--- src/rtl/uart_word_rx_ctrl.sv ---
// uart_word_rx_ctrl
// Collects single-cycle byte strobes from a UART byte receiver into
// WORD_BYTES-wide words (first byte lands in the most significant byte),
// and offers each word to a consumer through a one-entry valid/ready
// holding register. Partial words are abandoned on an inter-byte timeout,
// on a byte flagged with a framing error, or when the block is disabled.
// Sticky overflow/error flags and a delivered-word counter are kept.
module uart_word_rx_ctrl #(
  parameter int WORD_BYTES     = 4,
  parameter int TIMEOUT_CYCLES = 50000,
  parameter int CNT_W          = 16
) (
  input  logic                    clk,
  input  logic                    rst_n,
  input  logic                    enable,
  input  logic [7:0]              rx_byte,
  input  logic                    rx_byte_valid,
  input  logic                    rx_byte_error,
  output logic [8*WORD_BYTES-1:0] word_data,
  output logic                    word_valid,
  input  logic                    word_ready,
  output logic [2:0]              partial_bytes,
  output logic                    busy,
  output logic                    timeout_pulse,
  output logic                    error_pulse,
  output logic                    overflow_flag,
  output logic                    error_flag,
  input  logic                    clear_flags,
  output logic [CNT_W-1:0]        word_count
);

  localparam int WW = 8 * WORD_BYTES;
  // Assembly only ever holds the first WORD_BYTES-1 bytes; the final byte
  // is taken straight from rx_byte when the word completes.
  localparam int AW = WW - 8;
  localparam int TW = (TIMEOUT_CYCLES > 1) ? $clog2(TIMEOUT_CYCLES) : 1;

  localparam logic [TW-1:0] TMO_LAST  = TW'(TIMEOUT_CYCLES - 1);
  localparam logic [TW-1:0] TMO_ONE   = TW'(1);
  localparam logic [2:0]    LAST_BYTE = 3'(WORD_BYTES - 1);
  localparam logic [2:0]    PB_ONE    = 3'd1;

  typedef enum logic [0:0] {
    S_IDLE    = 1'b0,
    S_COLLECT = 1'b1
  } state_e;

  state_e           state_q, state_d;
  logic [AW-1:0]    asm_q, asm_d;
  logic [2:0]       partial_q, partial_d;
  logic [TW-1:0]    tmo_q, tmo_d;
  logic             tpulse_q, tpulse_d;
  logic             epulse_q, epulse_d;

  logic [WW-1:0]    word_data_q, word_data_d;
  logic             word_valid_q, word_valid_d;
  logic             ovf_q, ovf_d;
  logic             errf_q, errf_d;
  logic [CNT_W-1:0] count_q, count_d;

  logic             byte_good;
  logic             byte_bad;
  logic             word_done;
  logic [WW-1:0]    done_word;
  logic             transfer;
  logic             ovf_set;

  assign byte_good = rx_byte_valid & ~rx_byte_error;
  assign byte_bad  = rx_byte_valid &  rx_byte_error;
  assign done_word = {asm_q, rx_byte};
  assign transfer  = word_valid_q & word_ready;

  // Collection FSM: byte assembly, inter-byte timeout and abort handling.
  always_comb begin
    state_d   = state_q;
    asm_d     = asm_q;
    partial_d = partial_q;
    tmo_d     = tmo_q;
    tpulse_d  = 1'b0;
    epulse_d  = 1'b0;
    word_done = 1'b0;

    if (!enable) begin
      // Disabled: bytes are ignored and any partial word is thrown away
      // silently (no pulse, no flag).
      state_d   = S_IDLE;
      asm_d     = '0;
      partial_d = '0;
      tmo_d     = '0;
    end else if (byte_good) begin
      // A good byte always beats a timeout expiring in the same cycle.
      tmo_d = '0;
      if (partial_q == LAST_BYTE) begin
        word_done = 1'b1;
        state_d   = S_IDLE;
        asm_d     = '0;
        partial_d = '0;
      end else begin
        asm_d     = done_word[AW-1:0];
        partial_d = partial_q + PB_ONE;
        state_d   = S_COLLECT;
      end
    end else if (byte_bad) begin
      // The errored byte is never stored; report even from IDLE since the
      // byte itself would have started a new word.
      state_d   = S_IDLE;
      asm_d     = '0;
      partial_d = '0;
      tmo_d     = '0;
      epulse_d  = 1'b1;
    end else begin
      case (state_q)
        S_COLLECT: begin
          if (tmo_q == TMO_LAST) begin
            state_d   = S_IDLE;
            asm_d     = '0;
            partial_d = '0;
            tmo_d     = '0;
            tpulse_d  = 1'b1;
          end else begin
            tmo_d = tmo_q + TMO_ONE;
          end
        end
        default: begin
          tmo_d = '0;
        end
      endcase
    end
  end

  // Holding register, handshake, sticky flags and delivered-word counter.
  always_comb begin
    word_data_d  = word_data_q;
    word_valid_d = word_valid_q;
    ovf_set      = 1'b0;
    count_d      = count_q;

    if (transfer) begin
      word_valid_d = 1'b0;
      count_d      = count_q + {{(CNT_W-1){1'b0}}, 1'b1};
    end

    // A slot freed by this cycle's transfer may be refilled immediately.
    if (word_done) begin
      if (!word_valid_q || transfer) begin
        word_data_d  = done_word;
        word_valid_d = 1'b1;
      end else begin
        ovf_set = 1'b1;
      end
    end

    // Setting a flag takes priority over clearing it.
    if (ovf_set) begin
      ovf_d = 1'b1;
    end else if (clear_flags) begin
      ovf_d = 1'b0;
    end else begin
      ovf_d = ovf_q;
    end

    if (tpulse_d || epulse_d) begin
      errf_d = 1'b1;
    end else if (clear_flags) begin
      errf_d = 1'b0;
    end else begin
      errf_d = errf_q;
    end
  end

  // State register for the collection side.
  always_ff @(posedge clk or negedge rst_n) begin
    if (!rst_n) begin
      state_q   <= S_IDLE;
      asm_q     <= '0;
      partial_q <= '0;
      tmo_q     <= '0;
      tpulse_q  <= 1'b0;
      epulse_q  <= 1'b0;
    end else begin
      state_q   <= state_d;
      asm_q     <= asm_d;
      partial_q <= partial_d;
      tmo_q     <= tmo_d;
      tpulse_q  <= tpulse_d;
      epulse_q  <= epulse_d;
    end
  end

  // State register for the delivery side.
  always_ff @(posedge clk or negedge rst_n) begin
    if (!rst_n) begin
      word_data_q  <= '0;
      word_valid_q <= 1'b0;
      ovf_q        <= 1'b0;
      errf_q       <= 1'b0;
      count_q      <= '0;
    end else begin
      word_data_q  <= word_data_d;
      word_valid_q <= word_valid_d;
      ovf_q        <= ovf_d;
      errf_q       <= errf_d;
      count_q      <= count_d;
    end
  end

  assign word_data     = word_data_q;
  assign word_valid    = word_valid_q;
  assign partial_bytes = partial_q;
  assign busy          = (state_q == S_COLLECT);
  assign timeout_pulse = tpulse_q;
  assign error_pulse   = epulse_q;
  assign overflow_flag = ovf_q;
  assign error_flag    = errf_q;
  assign word_count    = count_q;

endmodule

--- config.mk ---
export PLATFORM = sky130hd
export DESIGN_NAME = uart_word_rx_ctrl
export DESIGN_NICKNAME = d
export VERILOG_FILES = /design/src/rtl/uart_word_rx_ctrl.sv
export SDC_FILE = /design/constraint.sdc
export NUM_CORES = 1
export LEC_CHECK = 0
export BUFFER_PORTS_ARGS = -buffer_cell sky130_fd_sc_hd__buf_2
export CAP_MARGIN = 10
export CORE_MARGIN = 1
export CORE_UTILIZATION = 50
export DETAILED_ROUTE_END_ITERATION = 8
export PLACE_DENSITY = 0.76
export SYNTH_ARGS = -nofsm -noshare
export SYNTH_HDL_FRONTEND = slang
export SYNTH_SLANG_ARGS = --single-unit
--- constraint.sdc ---
create_clock -name clk -period 1.68 [get_ports clk]
set_input_delay 0.168 -clock clk [delete_from_list [all_inputs] [get_ports clk]]
set_output_delay 0.168 -clock clk [all_outputs]
set_load 0.01 [all_outputs]
==> run summary <==
Main flop type after synthesis = dfrtp_1
Global-route wire length before repair = 12600 um
CP peak stage delay = 0.55 ns
Post-Syn Area per Cell = 13.1 um^2
Maximum number of pins on one net before global-route repair = 36
Register-to-Register Path Depth = 5
Sequential area share after synthesis = 61.5%
Largest family of logic cells by synthesized area = simple AND/OR/NAND/NOR gates
Final wirelength = 7790 um
Fmax achieved = 563 MHz
Most common cell after layout, fill and taps aside = dfrtp_1
Mux share of post-synthesis cell area = 9.41%
Min-Delay Path Class = in -> reg
Placeable Area = 0.00769 mm^2
Start point of the worst min-delay path = rx_byte[4]
Worst Skew = 0.0154 ns
Net count after synthesis = 319
Portion of synthesized cell area occupied by the leading cell type = 61.5%
Number of inserted diodes = 0
Worst R2R Setup Slack = -0.1 ns
Number of different library cells in the post-synthesis netlist = 38
Total number of yosys warnings = 0
Number of global-route vias before repair = 2584
Die width = 90.9 um
Drt via density = 5.33
Violations in the final reports = setup timing
Adder-cell share of the synthesized area = 0.950%
Kind of critical path = reg -> reg
Sequential Power Share = 58.3%
Multi-input gate area in the final layout = 0.00147 mm^2
Simple-gate portion of the synthesized area = 12.8%
Die Outline Area = 0.00826 mm^2
Number of gates on the worst path with buffers counted = 5
Endpoint of the most critical setup path = asm_q[3]
Critical path required time = 1.93 ns
Endpoint kind of the worst setup timing path = flip-flop
Number of pins with negative max-slew slack in the final report = 0
Source of the worst register-to-register timing path = tmo_q[10]
Port Buffers = 71
Share of the synthesized area in compound gates (AO/OA/AOI/OAI) = 6.56%
CP startpoint kind = flip-flop
Final worst setup slack = -0.0956 ns
Min Tclk post-route = 1.78 ns
Net count of the finished layout = 415
Leakage = 2.51 nW
Cell type with the highest aggregate area in the netlist = dfrtp_1
Worst-path cell chain = or4b_4 > nor4_4 > a21boi_2 > buf_12 > a22o_1
Drt first-iter violations = 125
Sw power = 0.000948 W
Worst-case setup slack after placement = -0.0853 ns
Share of power burned in the clock network = 37.6%
Final hold vios = 0
Critical Path Slowest Stage Cell = or4b_4
TritonCTS clock tree = built
CTS Sinks = 97
H-tree Lvls = 3
Setup crit start = tmo_q[10]
Most used cells in the layout excluding fill and tap cells = 97 x dfrtp_1, 70 x buf_2, 32 x mux2_2
Fraction of power spent switching nets = 23.3%
Number of nets with antenna violations after routing = 0
Critical path arrival = 2.03 ns
Buf+Inv Stages, Crit Path = 1
Slew HR = 68.8%
# setup viols final = 41
1st-pass router iterations = 4
Starting Density = 51.4%
Placed Instances = 484
Netlist area before placement = 0.00395 mm^2
Initial antenna violation count = 0
Worst R2R End = asm_q[3]
CTS Root Cell = clkbuf_8
CP delay by family, top = simple AND/OR/NAND/NOR gates
Post-synthesis async set-or-reset flop share = 100%
Max capacitance violation total = 0
Routed length per placed instance = 15.4 um
Cell area power density = 829 mW/mm^2
Rows = 32
Vias after detailed routing = 2687
DRC violations left = 0
Share of layout cells above drive strength 1 = 39.8%
Weighted congestion reported at the end of routability-driven placement = 0.850
Number of synthesized flops with an enable pin = 0
Number of I/O pins = 72
Cells taking the most area after synthesis = dfrtp_1 61%, mux2_2 9.1%, xnor2_1 5.5%
Outcome = finished with violations
Utilization after layout = 63.9%
VDD IR-drop max = 0.000361 V
Clock slew at reported path FFs = 0.10 ns
Hold Worst Slack = 0.0356 ns
Overall power after layout = 0.00407 W
Measured slew at the worst slew-check pin = 0.468 ns
Total half-perimeter wirelength after legalization and detailed placement = 5080 um
Bufs on Longest Clock Path = 2
Reg area = 0.00243 mm^2
Instance count of the mapped netlist = 301
Post-route clock period utilization = 106%
Grt total ovfl = 0
Post-layout instance count excluding filler cells = 504
Synth-to-layout area growth = 24.3%
Die Ht = 90.9 um
Post-Synth XOR/XNOR Area = 6.43%
CP max FO = 24
Number of synthesized register bits = 97
Combinational fraction of design power = 4.1%
Final-layout fill cell count = 596
Cell internal power dissipation = 0.00312 W
Total clock buffers created by CTS = 9
Clock insertion delay at the later pin of the skew report = 0.37 ns
Setup repair after global routing missed its margin = yes
All-Layer GR Usage = 19.7%
-- power by group through the flow --
stage	Sequential, W	Combinational [W]	Clock, W
after floorplan	0.00242	0.0000484	0
after global placement	0.00242	0.000162	0
after detailed placement	0.00242	0.000168	0
after CTS	0.00237	0.000169	0.00155
after global routing	0.00238	0.000187	0.00165
final	0.00237	0.000166	0.00153
-- Yosys cell counts (all sizes together), types with 6 or more instances --
library cell	count
dfrtp	97
mux2	33
xnor2	25
a22o	24
nor2	22
nand2	15
nand4	11
nand3	9
buf	7
clkbuf	6
inv	6
-- flip-flops by register name, indices dropped and copies added (netlist names) --
name / cells
busy: 1
error_flag: 1
timeout_pulse: 1
error_pulse: 1
word_valid: 1
tmo_q: 16
asm_q: 24
word_data: 32
partial_bytes: 3
word_count: 16
overflow_flag: 1
-- timing repair --
| action | 4_1_cts | 5_1_grt |
|---|---|---|
| buffers inserted | 0 | 2 |
| hold endpoints to repair | 32 | 0 |
| endpoints found under the setup margin | 42 | 77 |
| resized for setup | 1 | 12 |
| pin swaps | 0 | 4 |
| cloned | 0 | 1 |
| hold buffers | 1 | 0 |
-- area by class of cell --
cell class | count | share of cell area [%]
clock buffers | 9 | 2.52
clock inverters | 7 | 1.55
inverters | 6 | 0.459
multi-input cells | 185 | 30.0
flip-flops and latches | 97 | 49.4
well taps | 102 | 2.60
repair buffers | 98 | 13.4
-- layer usage --
layer | up-vias | track usage (%) | routed length [um]
met5 | - | 0 | 0
met4 | 0 | 7.67 | 108
met3 | 9 | 4.21 | 297
met2 | 70 | 29.5 | 3610
met1 | 1342 | 28.2 | 3770
li1 | 1266 | - | -
-- metrics by stage --
| stage | TNS, ns | area (um^2) |
|---|---|---|
| floorplan | -2.87 | 3970 |
| global placement | -0.940 | 4620 |
| detailed placement | -1.79 | 4620 |
| CTS | -2.13 | 4830 |
| global route | -5.36 | 4910 |
| finish | -2.26 | 4910 |
-- worst min path at each step --
stage | endpoint | slack [ns] | cells past startpoint
after floorplan | asm_q[0] | -0.13 | 0
after global placement | word_count[6] | 0.15 | 1
after detailed placement | word_count[6] | 0.16 | 1
after CTS | asm_q[4] | 0.03 | 2
after global routing | asm_q[4] | 0.03 | 2
final | asm_q[4] | 0.04 | 2
-- logic make-up after synthesis --
group | count (synthesis)
xor+xnor | 29
fa+ha+maj | 3
compound gates | 30
mux | 33
buf+inv | 19
simple gates | 90
flops | 97
(Power assumes the default switching activity.)
